**src/rtl/nor_bus_ctrl_if.sv**
```systemverilog
// Pin bundle for nor_bus_ctrl: Wishbone pipelined slave port on one side,
// asynchronous parallel-NOR device pins on the other.
interface nor_bus_ctrl_if #(
  parameter int ADDRBITS = 26,
  parameter int DATABITS = 16
);
  logic                wb_cyc_i;
  logic                wb_stb_i;
  logic                wb_we_i;
  logic [31:0]         wb_adr_i;
  logic [DATABITS-1:0] wb_dat_i;
  logic                wb_ack_o;
  logic                wb_err_o;
  logic                wb_stall_o;
  logic [DATABITS-1:0] wb_dat_o;
  logic [ADDRBITS-1:0] nor_addr_o;
  logic [DATABITS-1:0] nor_data_i;
  logic [DATABITS-1:0] nor_data_o;
  logic                nor_data_oe;
  logic                nor_ce_o;
  logic                nor_oe_o;
  logic                nor_we_o;
  logic                nor_ry_i;

  modport slave (
    input  wb_cyc_i, wb_stb_i, wb_we_i, wb_adr_i, wb_dat_i, nor_data_i, nor_ry_i,
    output wb_ack_o, wb_err_o, wb_stall_o, wb_dat_o,
           nor_addr_o, nor_data_o, nor_data_oe, nor_ce_o, nor_oe_o, nor_we_o
  );

  modport master (
    output wb_cyc_i, wb_stb_i, wb_we_i, wb_adr_i, wb_dat_i, nor_data_i, nor_ry_i,
    input  wb_ack_o, wb_err_o, wb_stall_o, wb_dat_o,
           nor_addr_o, nor_data_o, nor_data_oe, nor_ce_o, nor_oe_o, nor_we_o
  );
endinterface

```
**src/rtl/nor_bus_ctrl.sv**
```systemverilog
// Wishbone pipelined slave that runs single-word asynchronous NOR read and
// program cycles, with RY/BY# polling and all bus timing counted in clk_i cycles.
module nor_bus_ctrl #(
  parameter int ADDRBITS    = 26,
  parameter int DATABITS    = 16,
  parameter int RD_CYCLES   = 8,
  parameter int WR_SETUP    = 1,
  parameter int WR_PULSE    = 4,
  parameter int WR_HOLD     = 1,
  parameter int RECOVERY    = 2,
  parameter int RDY_TIMEOUT = 65535
) (
  input logic           clk_i,
  input logic           reset_i,
  nor_bus_ctrl_if.slave bus
);

  typedef enum logic [2:0] {
    S_IDLE, S_WAIT_RDY, S_RD, S_WR_SETUP, S_WR_PULSE, S_WR_HOLD, S_RECOVER
  } state_t;

  localparam logic [15:0] L_RD_LAST = 16'(RD_CYCLES - 1);
  localparam logic [15:0] L_SU_LAST = 16'(WR_SETUP - 1);
  localparam logic [15:0] L_PW_LAST = 16'(WR_PULSE - 1);
  localparam logic [15:0] L_HD_LAST = 16'(WR_HOLD - 1);
  localparam logic [15:0] L_RC_LAST = 16'(RECOVERY - 1);
  localparam logic [15:0] L_TO_LAST = 16'(RDY_TIMEOUT - 1);

  state_t              r_state, w_state_nxt;
  logic [15:0]         r_cnt, w_cnt_nxt;
  logic [1:0]          r_ry_sync;
  logic                r_dir_wr, w_dir_wr_nxt;
  logic                r_live, w_live_nxt;
  logic                r_ce, w_ce_nxt;
  logic                r_oe, w_oe_nxt;
  logic                r_we, w_we_nxt;
  logic                r_doe, w_doe_nxt;
  logic [ADDRBITS-1:0] r_addr, w_addr_nxt;
  logic [DATABITS-1:0] r_wdata, w_wdata_nxt;
  logic [DATABITS-1:0] r_rdata, w_rdata_nxt;
  logic                r_ack, w_ack_nxt;
  logic                r_err, w_err_nxt;
  logic                w_ry_s, w_stall, w_accept, w_adr_ok, w_report;

  assign w_ry_s   = r_ry_sync[1];
  assign w_stall  = reset_i || (r_state != S_IDLE);
  assign w_accept = bus.wb_cyc_i && bus.wb_stb_i && !w_stall;
  assign w_adr_ok = (bus.wb_adr_i[31:ADDRBITS] == '0);
  // Completion is reported only if the master kept the cycle open throughout.
  assign w_report = r_live && bus.wb_cyc_i;

  always_ff @(posedge clk_i) begin
    if (reset_i) r_ry_sync <= 2'b00;
    else         r_ry_sync <= {r_ry_sync[0], bus.nor_ry_i};
  end

  always_comb begin
    w_state_nxt  = r_state;
    w_cnt_nxt    = r_cnt;
    w_dir_wr_nxt = r_dir_wr;
    w_live_nxt   = r_live && bus.wb_cyc_i;
    w_ce_nxt     = r_ce;
    w_oe_nxt     = r_oe;
    w_we_nxt     = r_we;
    w_doe_nxt    = r_doe;
    w_addr_nxt   = r_addr;
    w_wdata_nxt  = r_wdata;
    w_rdata_nxt  = r_rdata;
    w_ack_nxt    = 1'b0;
    w_err_nxt    = 1'b0;
    case (r_state)
      S_IDLE: begin
        if (w_accept) begin
          w_dir_wr_nxt = bus.wb_we_i;
          w_wdata_nxt  = bus.wb_dat_i;
          w_live_nxt   = 1'b1;
          w_cnt_nxt    = '0;
          if (w_adr_ok) begin
            w_addr_nxt  = bus.wb_adr_i[ADDRBITS-1:0];
            w_ce_nxt    = 1'b0;
            w_state_nxt = S_WAIT_RDY;
          end else begin
            w_err_nxt   = 1'b1;
            w_state_nxt = S_RECOVER;
          end
        end
      end
      S_WAIT_RDY: begin
        if (w_ry_s) begin
          w_cnt_nxt = '0;
          if (r_dir_wr) begin
            w_doe_nxt   = 1'b1;
            w_state_nxt = S_WR_SETUP;
          end else begin
            w_oe_nxt    = 1'b0;
            w_state_nxt = S_RD;
          end
        end else if (r_cnt == L_TO_LAST) begin
          w_ce_nxt    = 1'b1;
          w_err_nxt   = w_report;
          w_cnt_nxt   = '0;
          w_state_nxt = S_RECOVER;
        end else begin
          w_cnt_nxt = r_cnt + 16'd1;
        end
      end
      S_RD: begin
        if (r_cnt == L_RD_LAST) begin
          w_rdata_nxt = bus.nor_data_i;
          w_oe_nxt    = 1'b1;
          w_ce_nxt    = 1'b1;
          w_ack_nxt   = w_report;
          w_cnt_nxt   = '0;
          w_state_nxt = S_RECOVER;
        end else begin
          w_cnt_nxt = r_cnt + 16'd1;
        end
      end
      S_WR_SETUP: begin
        if (r_cnt == L_SU_LAST) begin
          w_we_nxt    = 1'b0;
          w_cnt_nxt   = '0;
          w_state_nxt = S_WR_PULSE;
        end else begin
          w_cnt_nxt = r_cnt + 16'd1;
        end
      end
      S_WR_PULSE: begin
        if (r_cnt == L_PW_LAST) begin
          w_we_nxt    = 1'b1;
          w_cnt_nxt   = '0;
          w_state_nxt = S_WR_HOLD;
        end else begin
          w_cnt_nxt = r_cnt + 16'd1;
        end
      end
      S_WR_HOLD: begin
        if (r_cnt == L_HD_LAST) begin
          w_ce_nxt    = 1'b1;
          w_doe_nxt   = 1'b0;
          w_ack_nxt   = w_report;
          w_cnt_nxt   = '0;
          w_state_nxt = S_RECOVER;
        end else begin
          w_cnt_nxt = r_cnt + 16'd1;
        end
      end
      S_RECOVER: begin
        if (r_cnt == L_RC_LAST) begin
          w_cnt_nxt   = '0;
          w_state_nxt = S_IDLE;
        end else begin
          w_cnt_nxt = r_cnt + 16'd1;
        end
      end
      default: begin
        w_state_nxt = S_IDLE;
      end
    endcase
  end

  always_ff @(posedge clk_i) begin
    if (reset_i) begin
      r_state  <= S_IDLE;
      r_cnt    <= '0;
      r_dir_wr <= 1'b0;
      r_live   <= 1'b0;
      r_ce     <= 1'b1;
      r_oe     <= 1'b1;
      r_we     <= 1'b1;
      r_doe    <= 1'b0;
      r_addr   <= '0;
      r_wdata  <= '0;
      r_rdata  <= '0;
      r_ack    <= 1'b0;
      r_err    <= 1'b0;
    end else begin
      r_state  <= w_state_nxt;
      r_cnt    <= w_cnt_nxt;
      r_dir_wr <= w_dir_wr_nxt;
      r_live   <= w_live_nxt;
      r_ce     <= w_ce_nxt;
      r_oe     <= w_oe_nxt;
      r_we     <= w_we_nxt;
      r_doe    <= w_doe_nxt;
      r_addr   <= w_addr_nxt;
      r_wdata  <= w_wdata_nxt;
      r_rdata  <= w_rdata_nxt;
      r_ack    <= w_ack_nxt;
      r_err    <= w_err_nxt;
    end
  end

  assign bus.wb_ack_o    = r_ack;
  assign bus.wb_err_o    = r_err;
  assign bus.wb_stall_o  = w_stall;
  assign bus.wb_dat_o    = r_rdata;
  assign bus.nor_addr_o  = r_addr;
  assign bus.nor_data_o  = r_wdata;
  assign bus.nor_data_oe = r_doe;
  assign bus.nor_ce_o    = r_ce;
  assign bus.nor_oe_o    = r_oe;
  assign bus.nor_we_o    = r_we;

endmodule

```
**src/flat_wrapper.sv**
```systemverilog
// flat-port wrapper written by rule: the top's interface ports become plain ports
module nor_bus_ctrl_flat 
#(
  parameter int ADDRBITS    = 26,
  parameter int DATABITS    = 16,
  parameter int RD_CYCLES   = 8,
  parameter int WR_SETUP    = 1,
  parameter int WR_PULSE    = 4,
  parameter int WR_HOLD     = 1,
  parameter int RECOVERY    = 2,
  parameter int RDY_TIMEOUT = 65535
)
  (clk_i, reset_i, bus_wb_cyc_i, bus_wb_stb_i, bus_wb_we_i, bus_wb_adr_i, bus_wb_dat_i, bus_nor_data_i, bus_nor_ry_i, bus_wb_ack_o, bus_wb_err_o, bus_wb_stall_o, bus_wb_dat_o, bus_nor_addr_o, bus_nor_data_o, bus_nor_data_oe, bus_nor_ce_o, bus_nor_oe_o, bus_nor_we_o);
  nor_bus_ctrl_if #(.ADDRBITS(ADDRBITS), .DATABITS(DATABITS)) bus_i ();
  input logic clk_i;
  input logic reset_i;
  input wire logic [$bits(bus_i.wb_cyc_i)-1:0] bus_wb_cyc_i;
  input wire logic [$bits(bus_i.wb_stb_i)-1:0] bus_wb_stb_i;
  input wire logic [$bits(bus_i.wb_we_i)-1:0] bus_wb_we_i;
  input wire logic [$bits(bus_i.wb_adr_i)-1:0] bus_wb_adr_i;
  input wire logic [$bits(bus_i.wb_dat_i)-1:0] bus_wb_dat_i;
  input wire logic [$bits(bus_i.nor_data_i)-1:0] bus_nor_data_i;
  input wire logic [$bits(bus_i.nor_ry_i)-1:0] bus_nor_ry_i;
  output wire logic [$bits(bus_i.wb_ack_o)-1:0] bus_wb_ack_o;
  output wire logic [$bits(bus_i.wb_err_o)-1:0] bus_wb_err_o;
  output wire logic [$bits(bus_i.wb_stall_o)-1:0] bus_wb_stall_o;
  output wire logic [$bits(bus_i.wb_dat_o)-1:0] bus_wb_dat_o;
  output wire logic [$bits(bus_i.nor_addr_o)-1:0] bus_nor_addr_o;
  output wire logic [$bits(bus_i.nor_data_o)-1:0] bus_nor_data_o;
  output wire logic [$bits(bus_i.nor_data_oe)-1:0] bus_nor_data_oe;
  output wire logic [$bits(bus_i.nor_ce_o)-1:0] bus_nor_ce_o;
  output wire logic [$bits(bus_i.nor_oe_o)-1:0] bus_nor_oe_o;
  output wire logic [$bits(bus_i.nor_we_o)-1:0] bus_nor_we_o;
  assign bus_i.wb_cyc_i = bus_wb_cyc_i;
  assign bus_i.wb_stb_i = bus_wb_stb_i;
  assign bus_i.wb_we_i = bus_wb_we_i;
  assign bus_i.wb_adr_i = bus_wb_adr_i;
  assign bus_i.wb_dat_i = bus_wb_dat_i;
  assign bus_i.nor_data_i = bus_nor_data_i;
  assign bus_i.nor_ry_i = bus_nor_ry_i;
  assign bus_wb_ack_o = bus_i.wb_ack_o;
  assign bus_wb_err_o = bus_i.wb_err_o;
  assign bus_wb_stall_o = bus_i.wb_stall_o;
  assign bus_wb_dat_o = bus_i.wb_dat_o;
  assign bus_nor_addr_o = bus_i.nor_addr_o;
  assign bus_nor_data_o = bus_i.nor_data_o;
  assign bus_nor_data_oe = bus_i.nor_data_oe;
  assign bus_nor_ce_o = bus_i.nor_ce_o;
  assign bus_nor_oe_o = bus_i.nor_oe_o;
  assign bus_nor_we_o = bus_i.nor_we_o;
  nor_bus_ctrl #(.ADDRBITS(ADDRBITS), .DATABITS(DATABITS), .RD_CYCLES(RD_CYCLES), .WR_SETUP(WR_SETUP), .WR_PULSE(WR_PULSE), .WR_HOLD(WR_HOLD), .RECOVERY(RECOVERY), .RDY_TIMEOUT(RDY_TIMEOUT)) u_core (.clk_i(clk_i), .reset_i(reset_i), .bus(bus_i));
endmodule
```
**config.mk**
```make
export PLATFORM = sky130hd
export DESIGN_NAME = nor_bus_ctrl_flat
export DESIGN_NICKNAME = d
export VERILOG_FILES = /design/src/rtl/nor_bus_ctrl_if.sv /design/src/rtl/nor_bus_ctrl.sv /design/src/flat_wrapper.sv
export SDC_FILE = /design/constraint.sdc
export NUM_CORES = 1
export LEC_CHECK = 0
export CAP_MARGIN = 20
export CELL_PAD_IN_SITES_DETAIL_PLACEMENT = 0
export CELL_PAD_IN_SITES_GLOBAL_PLACEMENT = 2
export CORE_MARGIN = 1.5
export CORE_UTILIZATION = 26
export CTS_CLUSTER_DIAMETER = 120
export DETAILED_ROUTE_END_ITERATION = 6
export PLACE_DENSITY = 0.82
export SLEW_MARGIN = 20
export SYNTH_ARGS = -nofsm -noshare
export SYNTH_HDL_FRONTEND = slang
export SYNTH_SLANG_ARGS = --single-unit
```
**constraint.sdc**
```tcl
create_clock -name clk_i -period 4.6 [get_ports clk_i]
set_input_delay 0.92 -clock clk_i [delete_from_list [all_inputs] [get_ports clk_i]]
set_output_delay 0.92 -clock clk_i [all_outputs]
set_load 0.1 [all_outputs]
```
Word level (Yosys, flattened, before mapping)
Cells that the tools add are included.

cells by class
  multiplexer cells = 45
  add/subtract/negate cells = 1
  reduce and logical (&&, ||, !) cells = 24
  equal/unequal tests = 23

operators by type and width
  kind                                            number
  two-way mux 16 bit                              7
  case mux 16 bit (6 select lines)                1
  two-way mux 3 bit                               9
  two-way mux 1 bit                               21
  case mux 3 bit (7 select lines)                 1
  != test 2 x 1 -> 1 bit, second input constant   10
  adder 16 x 1 -> 16 bit, second input constant   1
  == test 16 x 1 -> 1 bit, second input constant  1
  == test 16 bit, second input constant           1
  == test 16 x 2 -> 1 bit, second input constant  1
  == test 16 x 3 -> 1 bit, second input constant  1
  logical NOT 16 bit                              1
  AND reduction 7 bit                             2
  case mux 1 bit (2 select lines)                 5
  == test 3 bit, second input constant            3
  AND reduction 4 bit                             2
  == test 3 x 2 -> 1 bit, second input constant   2
  logical NOT 6 bit                               1
  AND reduction 2 bit                             3
  AND reduction 3 bit                             2
  nonzero test 2 bit                              3
  nonzero test 6 bit                              1
  != test 2 bit, second input constant            2
  case mux 1 bit (4 select lines)                 1
  9 further kinds                                 11

storage, ports and cells
  output and inout bits = 65
  word-level logic and storage cells = 107
  input bits = 70
  register bits = 87

Logic depth before layout (Yosys ltp)
  depth after elaboration = 6
  mapped depth = 9
  gate-level depth less buffers = 8

Worst setup path after synthesis
Ideal clock, no wire load.

  path type = in2out
  start point = input reset_i
  end point = output bus_wb_stall_o
  data required time = 3.680 ns
  buffers on the path = 2
  stages on the path = 4
  data arrival time = 2.111 ns
  setup slack = 1.569 ns
  path through = clkbuf_1 inv_1 clkbuf_1 nand2_1

between the ends
  word-level cells in the longest chain between the ends = 1

ends and longest elaborated chain
  what                line                RTL
  start: declaration  flat_wrapper.sv:16  input logic reset_i;
  logical OR 1 bit    nor_bus_ctrl.sv:46  assign w_stall = reset_i || (r_state != S_IDLE);
  end: declaration    flat_wrapper.sv:26  output wire logic [$bits(bus_i.wb_stall_o)-1:0] bus_wb_stall_o;

No other way between the ends.

Worst setup path after layout
  start point = input bus_wb_cyc_i
  end point = register u_core.r_addr[4], in the netlist u_core.bus.nor_addr_o[4]

between the ends
  word-level cells in the longest chain between the ends = 3

ends and longest elaborated chain
  what                                  line                 RTL
  start: declaration                    flat_wrapper.sv:17   input wire logic [$bits(bus_i.wb_cyc_i)-1:0] bus_wb_cyc_i;
  logical AND 1 bit (2 in a row)        nor_bus_ctrl.sv:47   assign w_accept = bus.wb_cyc_i && bus.wb_stb_i && !w_stall;
  AND reduction 3 bit (no source line)  --
  end signal: assignment                nor_bus_ctrl.sv:186  r_addr <= w_addr_nxt;
  end: declaration                      nor_bus_ctrl.sv:38   logic [ADDRBITS-1:0] r_addr, w_addr_nxt;

No other way between the ends.
A chain may end at the register's enable or synchronous reset.

==> flow_summary.toml <==
[placement]
place_area_um2 = 5110
port_buffers = 134
hpwl_um = 7460
dp.cells = 741
routabilityCongestion = 0.755

[worst_hold_path]
whs_path_depth = 2
hold_start = "u_core.bus.nor_data_o[9]"
whs_endpoint = "u_core.bus.nor_data_o[9]"
hp-class = "register to register"

[global_routing]
grt_pass1_vias = 3480
antenna_found_initial = 0
grt_first_pass_wirelength_um = 17300
grt_max_degree = 78
overflow = 0
grt_util_all_layers_pct = 15.1

[synth]
yosysSeqAreaShare_pct = 48.1
ys_ff_latch = 87
async_reset_ff_share_pct = 0
ys.warnings.count = 0
synth-main-ff-cell = "dfxtp_1"
syn-mean-instance-area_um2 = 7.97
synth_area_um2 = 3620
ys_types = 45
syn_inst = 454
synth-edff-count = 0
synth.net_count = 528

[worst_setup_path]
r2r_slack_ns = 1.78
critPathArrivalTime_ns = 3.11
path_class = "primary input to register"
r2r_end = "u_core.r_cnt[4]"
critPathMaxFanout = 26
r2r_start = "u_core.r_cnt[0]"
startpoint_type = "primary input"
end_kind = "register"
required_ns = 4.87
worstRegToRegCells = 8

[run]
cap_viol_max_count = 0

[power]
peakVddDrop_mv = 0.163
powerDensity_nw_per_um2 = 374
p_leak_uw = 0.00178

[clock_network]
cts_hold_buf = 0
cts_max_level = 3
clock_tree.root_cell = "clkbuf_16"
clk_latency_ns = 0.34
cts_inserted_buffers = 9
cts_resized = 0
clk_pin_slew_worst_paths_ns = 0.06
cts_setup_buffers = 0
cts_tree = "built"
cts_sinks = 87
cts_buffer_depth = 2

[timing]
slew_headroom_pct = 32.5
clock_skew_ns = 0.0115
fmax_ghz = 0.352
hold-worst-slack_ns = 0.453
fin_crit_ns = 2.84
rsz0062_at_grt = "false"
slew_viol_final = 0
tns_ns = 0
post-route-period-util_pct = 61.7
setup_violations = 0
tightestPinTransition_ns = 1.01
finalHoldViolations = 0

[cells_and_area]
nNetsFinal = 650
areaGrowthSynthToFinish_pct = 48.9
final_cell_count_no_fill = 757
diodes = 0
finish.instance_area_um2 = 5390
n_fill_cell = 1374
drive_gt1_share_pct = 5.16
utilization_pct = 40.2

[drt]
detail_route.iter0.violations = 231
drc = 0
viasPerCell = 4.75
firstDrtPassIters = 4
drt-total-wl_um = 10800
num_vias = 3593
routedWlPerCell_um = 14.3
postRouteAntennaNets = 0

[status]
outcome = "finished clean"

[floorplanning]
row_count = 42
pin_count = 135
fp.dieW_um = 121
core-area_um2 = 13400
start_util_pct = 27.0
die_area_um2 = 14600
die_h_um = 121
[through the flow]
stage	setup slack [ns]	total power, uW
after global routing	1.58	2120
after CTS	1.76	2040
after detailed placement	1.41	1340
after global placement	1.43	1340
final	1.76	2020
after floorplan	1.57	1180
[area by class of cell]
type / instances / area (um^2) / area share [%]
Inverter: 6 / 22.5 / 0.418
Clock inverter: 3 / 17.5 / 0.325
Sequential cell: 87 / 1740 / 32.3
Multi-Input combinational cell: 332 / 1750 / 32.4
Timing Repair Buffer: 140 / 1380 / 25.6
Clock buffer: 13 / 260 / 4.83
Tap cell: 176 / 220 / 4.09
[worst max-delay path, cell delays in order]
cell and delay, ns:
clkdlybuf4s50_1 0.54, nand4_1 0.74, nor2_2 0.34, buf_4 0.32, nand2_1 0.10, a21oi_1 0.13
[Yosys cell counts, drive strengths merged, types with 2 or more instances]
| cell | count | area share (%) |
|---|---|---|
| o21ai | 6 | 0.83 |
| o211ai | 3 | 0.62 |
| a2111oi | 4 | 0.97 |
| nor2 | 26 | 3.1 |
| a31oi | 2 | 0.35 |
| or4 | 3 | 0.73 |
| xor2 | 3 | 0.73 |
| inv | 6 | 0.62 |
| buf | 3 | 0.59 |
| nand4 | 9 | 1.6 |
| nand3b | 2 | 0.41 |
| nor3 | 4 | 0.55 |
| o22ai | 2 | 0.35 |
| dfxtp | 87 | 48 |
| and2 | 2 | 0.35 |
| nor4 | 6 | 1.8 |
| o31ai | 2 | 0.41 |
| and3 | 3 | 0.52 |
| clkbuf | 26 | 2.7 |
| ha | 4 | 1.4 |
| or3 | 3 | 0.66 |
| nand3 | 11 | 1.5 |
| o21a | 2 | 0.41 |
| a21oi | 66 | 9.1 |
| nor2b | 4 | 0.69 |
| a211oi | 10 | 2.1 |
| o2111ai | 2 | 0.48 |
| mux2i | 2 | 0.55 |
| nand2 | 136 | 14 |
| xnor2 | 7 | 1.7 |
[report_power, final]
group | internal, uW | leakage [uW] | switching [uW] | total (uW)
registers | 781 | 0.000703 | 47.7 | 828
logic | 175 | 0.000937 | 323 | 498
clock network | 394 | 0.000136 | 296 | 690
total | 1350 | 0.00178 | 667 | 2020
[registers in the layout (all words and copies together), names as in the netlist, 2 cells and up]
register	cells
u_core.r_state	3
u_core.bus.wb_dat_o	16
u_core.r_cnt	16
u_core.bus.nor_data_o	16
u_core.r_ry_sync	2
u_core.bus.nor_addr_o	26
[cells in the final DEF, fill, tap and decap left out, types with 4 or more instances in the layout]
| master | Yosys | routed |
|---|---|---|
| nand4_1 | 9 | 9 |
| nand2_1 | 136 | 136 |
| a211oi_1 | 10 | 10 |
| inv_1 | 6 | 6 |
| buf_4 | 0 | 7 |
| ha_1 | 4 | 4 |
| xnor2_1 | 7 | 7 |
| a21oi_1 | 66 | 66 |
| clkdlybuf4s50_1 | 0 | 132 |
| a2111oi_0 | 4 | 4 |
| nor2b_1 | 4 | 4 |
| nand3_1 | 11 | 11 |
| nor2_1 | 25 | 24 |
| clkbuf_16 | 0 | 9 |
| o21ai_0 | 5 | 5 |
| nor3_1 | 4 | 4 |
| dfxtp_1 | 87 | 87 |
[logic make-up (layout without fill, tap and decap cells)]
group / count (synthesis) / in the layout / share of synthesized area (%)
muxes: 2 / 2 / 0.553
DFF: 87 / 87 / 48.1
AOI/OAI and AO/OA: 103 / 103 / 16.6
adders and majority gates: 4 / 4 / 1.38
and+or+nand+nor: 213 / 213 / 27.0
xor gates and xnor gates: 10 / 10 / 2.42
buffers and inverters: 35 / 162 / 3.91
[worst max-delay path by stage]
stage / startpoint / end / slack (ns) / depth (start not counted)
6_report: bus_wb_cyc_i / u_core.bus.nor_addr_o[4] / 1.76 / 6
2_1_floorplan: reset_i / bus_wb_stall_o / 1.57 / 4
4_1_cts: bus_wb_cyc_i / u_core.bus.nor_addr_o[4] / 1.76 / 6
3_5_place_dp: reset_i / u_core.bus.nor_addr_o[4] / 1.41 / 7
3_3_place_gp: reset_i / u_core.bus.nor_addr_o[19] / 1.43 / 7
5_1_grt: reset_i / u_core.bus.nor_addr_o[7] / 1.58 / 7
[layer usage]
metal	vias up	track usage [%]	wire, um
met2	130	22.3	4650
met1	1657	19.9	4950
met5	-	0	0
met4	0	4.56	88
met3	7	6.30	1110
li1	1799	-	-
Note: power is estimated with default switching activity, not from simulation.
